`src/rtl/mem_pkg.sv`:
```
// Shared types and constants for the mem_intf target-side responder.
package mem_pkg;

  localparam int unsigned MEM_ADDR_W = 5;
  localparam int unsigned MEM_DATA_W = 8;
  localparam int unsigned WCNT_W     = 4;

  typedef logic [MEM_ADDR_W-1:0] addr_t;
  typedef logic [MEM_DATA_W-1:0] data_t;

  typedef enum logic [1:0] {
    StIdle,
    StWait,
    StAccess
  } state_t;

endpackage

```
`src/rtl/mem_array.sv`:
```
// Word-addressed storage with one synchronous write/read port and optional clear on reset.
module mem_array #(
  parameter int unsigned ADDR_W         = 5,
  parameter int unsigned DATA_W         = 8,
  parameter int unsigned CLEAR_ON_RESET = 1
) (
  input  logic              clk,
  input  logic              rst,
  input  logic              we,
  input  logic              re,
  input  logic [ADDR_W-1:0] addr,
  input  logic [DATA_W-1:0] wdata,
  output logic [DATA_W-1:0] rdata
);

  localparam int unsigned Depth = 2 ** ADDR_W;

  logic [DATA_W-1:0] mem_q [Depth];

  generate
    if (CLEAR_ON_RESET != 0) begin : g_clear
      always_ff @(posedge clk or posedge rst) begin
        if (rst) begin
          for (int i = 0; i < Depth; i++) mem_q[i] <= '0;
        end else if (we) begin
          mem_q[addr] <= wdata;
        end
      end
    end else begin : g_keep
      // Contents survive reset; only the controller state is cleared.
      always_ff @(posedge clk) begin
        if (we) mem_q[addr] <= wdata;
      end
    end
  endgenerate

  always_ff @(posedge clk or posedge rst) begin
    if (rst) begin
      rdata <= '0;
    end else if (re) begin
      rdata <= mem_q[addr];
    end
  end

endmodule

```
`src/rtl/mem_responder.sv`:
```
// Memory target for the mem_intf read/write protocol: wait-state FSM, ready handshake and
// protocol-error pulse in front of a mem_array store.
module mem_responder
  import mem_pkg::*;
#(
  parameter int unsigned ADDR_W         = 5,
  parameter int unsigned DATA_W         = 8,
  parameter int unsigned WAIT_STATES    = 1,
  parameter int unsigned CLEAR_ON_RESET = 1
) (
  input  logic              clk,
  input  logic              rst,
  input  logic              read,
  input  logic              write,
  input  logic [ADDR_W-1:0] addr,
  input  logic [DATA_W-1:0] data_in,
  output logic [DATA_W-1:0] data_out,
  output logic              ready,
  output logic              error
);

  state_t              state_q;
  logic [WCNT_W-1:0]   cnt_q;
  logic                ready_q;
  logic                error_q;
  logic                op_wr_q;
  logic [ADDR_W-1:0]   addr_q;
  logic [DATA_W-1:0]   wdata_q;
  logic                mem_we;
  logic                mem_re;

  always_ff @(posedge clk or posedge rst) begin
    if (rst) begin
      state_q <= StIdle;
      cnt_q   <= '0;
      ready_q <= 1'b1;
      error_q <= 1'b0;
      op_wr_q <= 1'b0;
      addr_q  <= '0;
      wdata_q <= '0;
    end else begin
      error_q <= 1'b0;
      case (state_q)
        StIdle: begin
          if (read && write) begin
            error_q <= 1'b1;
          end else if (read || write) begin
            op_wr_q <= write;
            addr_q  <= addr;
            wdata_q <= data_in;
            ready_q <= 1'b0;
            cnt_q   <= WCNT_W'(WAIT_STATES);
            state_q <= (WAIT_STATES > 0) ? StWait : StAccess;
          end
        end
        StWait: begin
          // Strobes while busy are flagged but never disturb the in-flight op.
          error_q <= read | write;
          cnt_q   <= cnt_q - WCNT_W'(1);
          if (cnt_q == WCNT_W'(1)) state_q <= StAccess;
        end
        StAccess: begin
          error_q <= read | write;
          ready_q <= 1'b1;
          state_q <= StIdle;
        end
        default: begin
          state_q <= StIdle;
          ready_q <= 1'b1;
        end
      endcase
    end
  end

  assign mem_we = (state_q == StAccess) &&  op_wr_q;
  assign mem_re = (state_q == StAccess) && !op_wr_q;

  mem_array #(
    .ADDR_W         (ADDR_W),
    .DATA_W         (DATA_W),
    .CLEAR_ON_RESET (CLEAR_ON_RESET)
  ) u_mem_array (
    .clk   (clk),
    .rst   (rst),
    .we    (mem_we),
    .re    (mem_re),
    .addr  (addr_q),
    .wdata (wdata_q),
    .rdata (data_out)
  );

  assign ready = ready_q;
  assign error = error_q;

endmodule

```
`config.mk`:
```
export PLATFORM = sky130hd
export DESIGN_NAME = mem_responder
export DESIGN_NICKNAME = d
export VERILOG_FILES = /design/src/rtl/mem_pkg.sv /design/src/rtl/mem_array.sv /design/src/rtl/mem_responder.sv
export SDC_FILE = /design/constraint.sdc
export NUM_CORES = 1
export LEC_CHECK = 0
export BUFFER_PORTS_ARGS = -buffer_cell sky130_fd_sc_hd__buf_2
export CELL_PAD_IN_SITES_DETAIL_PLACEMENT = 0
export CELL_PAD_IN_SITES_GLOBAL_PLACEMENT = 2
export CORE_MARGIN = 4
export CORE_UTILIZATION = 38
export CTS_CLUSTER_SIZE = 16
export DETAILED_ROUTE_END_ITERATION = 10
export PLACE_DENSITY_LB_ADDON = 0.1
export SYNTH_ARGS = -nofsm -noshare
export SYNTH_HDL_FRONTEND = slang
export SYNTH_HIERARCHICAL = 1
export SYNTH_SLANG_ARGS = --single-unit
```
`constraint.sdc`:
```
create_clock -name clk -period 7.9 [get_ports clk]
set_input_delay 1.185 -clock clk [delete_from_list [all_inputs] [get_ports clk]]
set_output_delay 1.185 -clock clk [all_outputs]
set_load 0.02 [all_outputs]
```
== Yosys cells after proc, flatten, opt, wreduce, memory -nomap -nowiden ==
Index checks and enable logic that the tools add are counted.

* Register bits: 286
* Bits in latches: 0
* RAM bits: 0
* Memory bits (read-only): 0
* Bits of input ports: 17
* Output and inout port bits: 10
* Logic and storage cells: 84
* Memories kept: 0

* Add/sub/neg operators: 1
* Multipliers: 0
* Div/mod/pow operators: 0
* Order comparisons: 2
* Equality and inequality tests: 6
* Shifts and indexed selects: 0
* Mux-type cells: 18
* Bitwise gates (word level): 4
* Reductions and logical operators: 13

{| class="wikitable"
|+ Operators with widths
! kind !! number
|-
| 256-bit bitwise mux || 1
|-
| 8-bit binary-select mux with 5-bit select || 1
|-
| 8-bit demux with 5-bit select || 1
|-
| 8-bit two-way mux || 3
|-
| 3-bit AND reduction || 4
|-
| 4-bit two-way mux || 2
|-
| 4-bit one-hot mux with 2 select lines || 1
|-
| 6-bit >= comparator (second input constant) || 1
|-
| 6-bit by 1-bit less-than comparator with 1-bit output (second input constant) || 1
|-
| 2-bit two-way mux || 3
|-
| 2-bit != test (second input constant) || 3
|-
| 5-bit inverter with 6-bit output || 1
|-
| 4-bit by 1-bit == test with 1-bit output (second input constant) || 1
|-
| 1-bit logical AND || 4
|-
| 1-bit one-hot mux with 2 select lines || 2
|-
| 2-bit one-hot mux with 2 select lines || 1
|-
| 4-bit by 1-bit subtractor with 4-bit output (second input constant) || 1
|-
| 1-bit two-way mux || 3
|-
| 2-bit by 1-bit == test with 1-bit output (second input constant) || 1
|-
| 2-bit == test (second input constant) || 1
|-
| 2-bit zero test || 1
|-
| 1-bit inverter || 2
|-
| 2-bit nonzero test || 1
|-
| 2-bit OR reduction || 1
|-
| other kinds (3) || 3
|}

== Longest topological paths before layout ==
* Depth in word-level cells: 6
* Mapped depth: 8
* Mapped depth without buffers: 7

== Cells and area by module ==
Netlist, hierarchy kept.

{| class="wikitable"
|+ By module, submodules not included
! module !! times used !! cells each !! area an instance (um2)
|-
| mem_array || 1 || 812 || 12,224.2
|-
| mem_responder || 1 || 88 || 1,077.3
|}

== Least setup slack after synthesis ==
Ideal clock, no wire load.

* Kind: in2reg
* Start: in read
* End: reg addr_q[0]
* Library setup time: 0.128 ns
* Data arrival time: 2.152 ns
* Data required time: 7.772 ns
* Slack: 5.620 ns
* Cell stages on the path: 5
* Path buffers: 1
* Path through: inv_1 -> ha_1 -> nand2_2 -> buf_2 -> mux2_1

* Word-level cells in the longest chain between the ends: 3
* Elaborated cells on any way between the ends: 4
* Classes of those cells: bitwise (1); reduce/logical (3)

{| class="wikitable"
|+ RTL lines
! what !! line !! text
|-
| start: declaration || mem_responder.sv:13 || <nowiki>input logic read,</nowiki>
|-
| 1-bit logical AND || mem_responder.sv:45 || <nowiki>if (read && write) begin</nowiki>
|-
| 1-bit inverter (no source line) || - ||
|-
| 3-bit AND reduction (no source line) (*) || - ||
|-
| end signal: assignment || mem_responder.sv:49 || <nowiki>addr_q <= addr;</nowiki>
|-
| end: declaration || mem_responder.sv:27 || <nowiki>logic [ADDR_W-1:0] addr_q;</nowiki>
|}

Mark *: on every way between the ends. The rest lies on a longest branch, timed or not.
A chain may end at the register's enable or synchronous reset.

== Final worst setup path ==
* Start: reg addr_q[0]
* End: reg u_mem_array.rdata[7]

* Word-level cells in the longest chain between the ends: 4

{| class="wikitable"
|+ RTL lines
! what !! line !! text
|-
| 5-bit inverter with 6-bit output (not written as such) || mem_array.sv:41 || <nowiki>rdata <= mem_q[addr];</nowiki>
|-
| 8-bit binary-select mux with 5-bit select || mem_array.sv:41 ||
|-
| 8-bit two-way mux (not written as such) (2 in a row) || mem_array.sv:41 ||
|-
| end signal: assignment || mem_array.sv:41 ||
|-
| end: declaration || mem_array.sv:13 || <nowiki>output logic [DATA_W-1:0] rdata</nowiki>
|}

No other way between the ends. The select of a mux whose other input is x is not followed.

==> flow_metrics.tcl <==
set metrics [dict create \
    status "complete, no violations" \
    worst_slack_ns 4.57 \
    synth_cell_type_count 66 \
    worst_ep_required_time_ns 8.28 \
    synth_edf_count 0 \
    grt_use_total_pct 18.4 \
    slew_violations 0 \
    rsz0062_at_grt "no" \
    wl_met2_um 16700 \
    worst-path-max-fanout 30 \
    ys_ff_latch 286 \
    dp_hpwl_um 22900 \
    period_share_pct 42.1 \
    start_util_pct 38.5 \
    vias 7780 \
    detail_route.wl_per_cell_um 25.0 \
    worstSkewPairLatency_ns 0.51 \
    worstPathBufferInverterCount 2 \
    path_delay_family "buffers and inverters" \
    dieArea_sq_mm 0.0381 \
    min_period_ns 3.33 \
    grt_pass1_wl_um 54000 \
    cp_common_cell "buf_4" \
    htreeDepth 2 \
    synthArstFlopShare_pct 100 \
    met3RoutedLength_um 1400 \
    nNetsFinal 944 \
    max_cap_violations 0 \
    die_w_um 195 \
    powerDensity_mw_per_mm2 394 \
    crit_slowest_cell "dfrtp_4" \
    path_cells "buf_4 -> buf_4 -> mux4_2 -> a32oi_1 -> nand3_1 -> o32a_1" \
    max-clock-path-buffers 3 \
    cts_setup_buffers 0 \
    io-pin-count 27 \
    hold_path.class "reg -> reg" \
    cts_buffers 35 \
    core-area_sq_mm 0.0345 \
    synthAdderAreaFrac_pct 0.847 \
    drt-met1-wl_um 16300 \
    top_layer "met4" \
    crit_type "reg -> reg" \
    cts-hold-fix-buffers 0 \
    synth-main-ff-cell "dfrtp_1" \
    clkTransAtPathRegs_ns 0.06 \
    fmax_mhz 300 \
    tns_ns 0 \
    syn_area_sq_mm 0.0133 \
    port_buffers 26 \
    overflow 0 \
    worstSetupEndpointType "flop" \
    cts_tree "yes" \
    dr.pass1.iters 5 \
    antenna_found_initial 3 \
    synth.avg_cell_area_sq_um 14.8 \
    final_cell_mix "dfrtp_1 (283), mux2_2 (259), mux4_2 (49)" \
    tightestPinTransition_ns 1.42 \
    synthSimpleGateAreaFrac_pct 5.27 \
    p_leak_nw 7.01 \
    drc 0 \
    place.gp.congestion 0.778 \
    synthesis.nets 926 \
    dp_slack_ns 4.47 \
    slowest_delay_ns 0.78 \
    skew_ns 0.0157 \
    viasPerCell 5.56 \
    die_y_um 195 \
    final_hold_viol_count 0 \
    drt_iter0_drc 396 \
    clock-root-buffer "clkbuf_16" \
    synthMuxAreaShare_pct 33.8 \
    wirelength_um 35000 \
    ctsResizeCount 0 \
    cp-start-kind "flop" \
    grt_start_max_net_pins 181 \
    ir_worst_vdd_uv 302 \
    syn_inst 900 \
    mostFrequentLayoutCell "dfrtp_1" \
    clkSinkCount 286 \
    ys.warnings.count 6 \
    rows 68 \
    synth-compound-area-share_pct 3.40 \
    relSlewSlack_pct 4.15 \
    ys_seq_area_share_pct 53.8 \
    arrival_ns 3.71 \
    layout-drive-gt1-share_pct 47.6 \
    antenna_left 0 \
    grt_pass1_vias 8513 \
    synth_top_family_by_area "multiplexers" \
    area_growth_pct 12.5 \
    synthXorXnorAreaFrac_pct 0 \
    setup-violations-final 0 \
]
kinds of logic after synthesis:
logic type / Yosys count
fa+ha+maj: 9
flops: 286
simple gates: 118
compound gates: 65
mux: 351
buf+inv: 71
power breakdown:
part | internal, mW | total, mW | switching (mW)
Sequential | 2.02 | 2.45 | 0.430
Clock | 0.986 | 1.58 | 0.598
Combinational | 0.885 | 1.86 | 0.972
stage by stage:
stage / hold slack [ns] / area, sq um / instances / total power, mW / utilization [%]
3_3_place_gp: 0.475 / 13800 / 1336 / 4.28 / 40.0
3_5_place_dp: 0.483 / 13800 / 1336 / 4.36 / 40.0
2_1_floorplan: 0.453 / 13300 / 900 / 3.75 / -
6_report: 0.489 / 15000 / 1399 / 5.89 / 43.3
4_1_cts: 0.495 / 15000 / 1397 / 5.98 / 43.3
5_1_grt: 0.512 / 15000 / 1397 / 6.23 / 43.3
path summary, 6_finish.rpt:
kind | start | to | slack, ns | cells after the start
max in group asynchronous | rst | u_mem_array/mem_q[18]$_DFFE_PP0P_ | 5.11 | 4
min in group asynchronous | rst | addr_q[0]$_DFFE_PP0P_ | 0.91 | 2
max reg2reg | addr_q[0]$_DFFE_PP0P_ | u_mem_array/rdata[7]$_DFFE_PP0P_ | 4.57 | 6
min reg2reg | wdata_q[0]$_DFFE_PP0P_ | wdata_q[0]$_DFFE_PP0P_ | 0.49 | 1
max | addr_q[0]$_DFFE_PP0P_ | u_mem_array/rdata[7]$_DFFE_PP0P_ | 4.57 | 6
min | wdata_q[0]$_DFFE_PP0P_ | wdata_q[0]$_DFFE_PP0P_ | 0.49 | 1
sequential cells by signal (all words and copies together) (netlist names):
register           flops
state_q                2
cnt_q                  4
u_mem_array/rdata      8
ready                  1
addr_q                 5
error                  1
wdata_q                8
op_wr_q                1
u_mem_array/mem_q    256
per-layer routing:
| metal | track usage [%] | vias up |
|---|---|---|
| li1 | - | 3374 |
| met1 | 26.6 | 4199 |
| met2 | 30.1 | 163 |
| met3 | 2.90 | 44 |
| met4 | 3.31 | 0 |
| met5 | 0 | - |
cell type report:
cell class	count	area (sq um)
antenna	2	5.00
clock buffer	54	1060
clock inverter	7	90.1
fill	3115	19600
inverter	10	42.5
multi-input combinational	543	5770
sequential	286	7160
tap	455	569
timing repair buffer	42	263
Yosys cell counts (3+ instances only):
| library cell | instances | share of area, % |
|---|---|---|
| or3_1 | 4 | 0.19 |
| nor2_2 | 17 | 0.80 |
| nor2_1 | 15 | 0.42 |
| inv_1 | 9 | 0.25 |
| nor2_4 | 4 | 0.34 |
| mux2_1 | 9 | 0.76 |
| nand2_1 | 26 | 0.73 |
| a32oi_1 | 3 | 0.20 |
| a22oi_1 | 5 | 0.28 |
| a31oi_1 | 5 | 0.24 |
| mux2i_1 | 26 | 2.0 |
| mux2_4 | 8 | 0.90 |
| a21oi_1 | 12 | 0.45 |
| a221oi_1 | 3 | 0.20 |
| mux2_2 | 259 | 22 |
| clkbuf_1 | 30 | 0.85 |
| o221ai_1 | 3 | 0.20 |
| o22ai_1 | 7 | 0.33 |
| buf_6 | 7 | 0.59 |
| nand3_1 | 13 | 0.49 |
| buf_2 | 15 | 0.56 |
| nand2b_1 | 3 | 0.14 |
| o21ai_0 | 7 | 0.26 |
| nand4_1 | 3 | 0.14 |
| mux4_2 | 49 | 8.3 |
| a22o_1 | 3 | 0.20 |
| ha_1 | 9 | 0.85 |
| buf_4 | 7 | 0.40 |
| nor3_1 | 7 | 0.26 |
| and3_1 | 3 | 0.14 |
| dfrtp_1 | 285 | 54 |
| nor3b_1 | 3 | 0.17 |
Note: power is estimated with default switching activity, not from simulation.
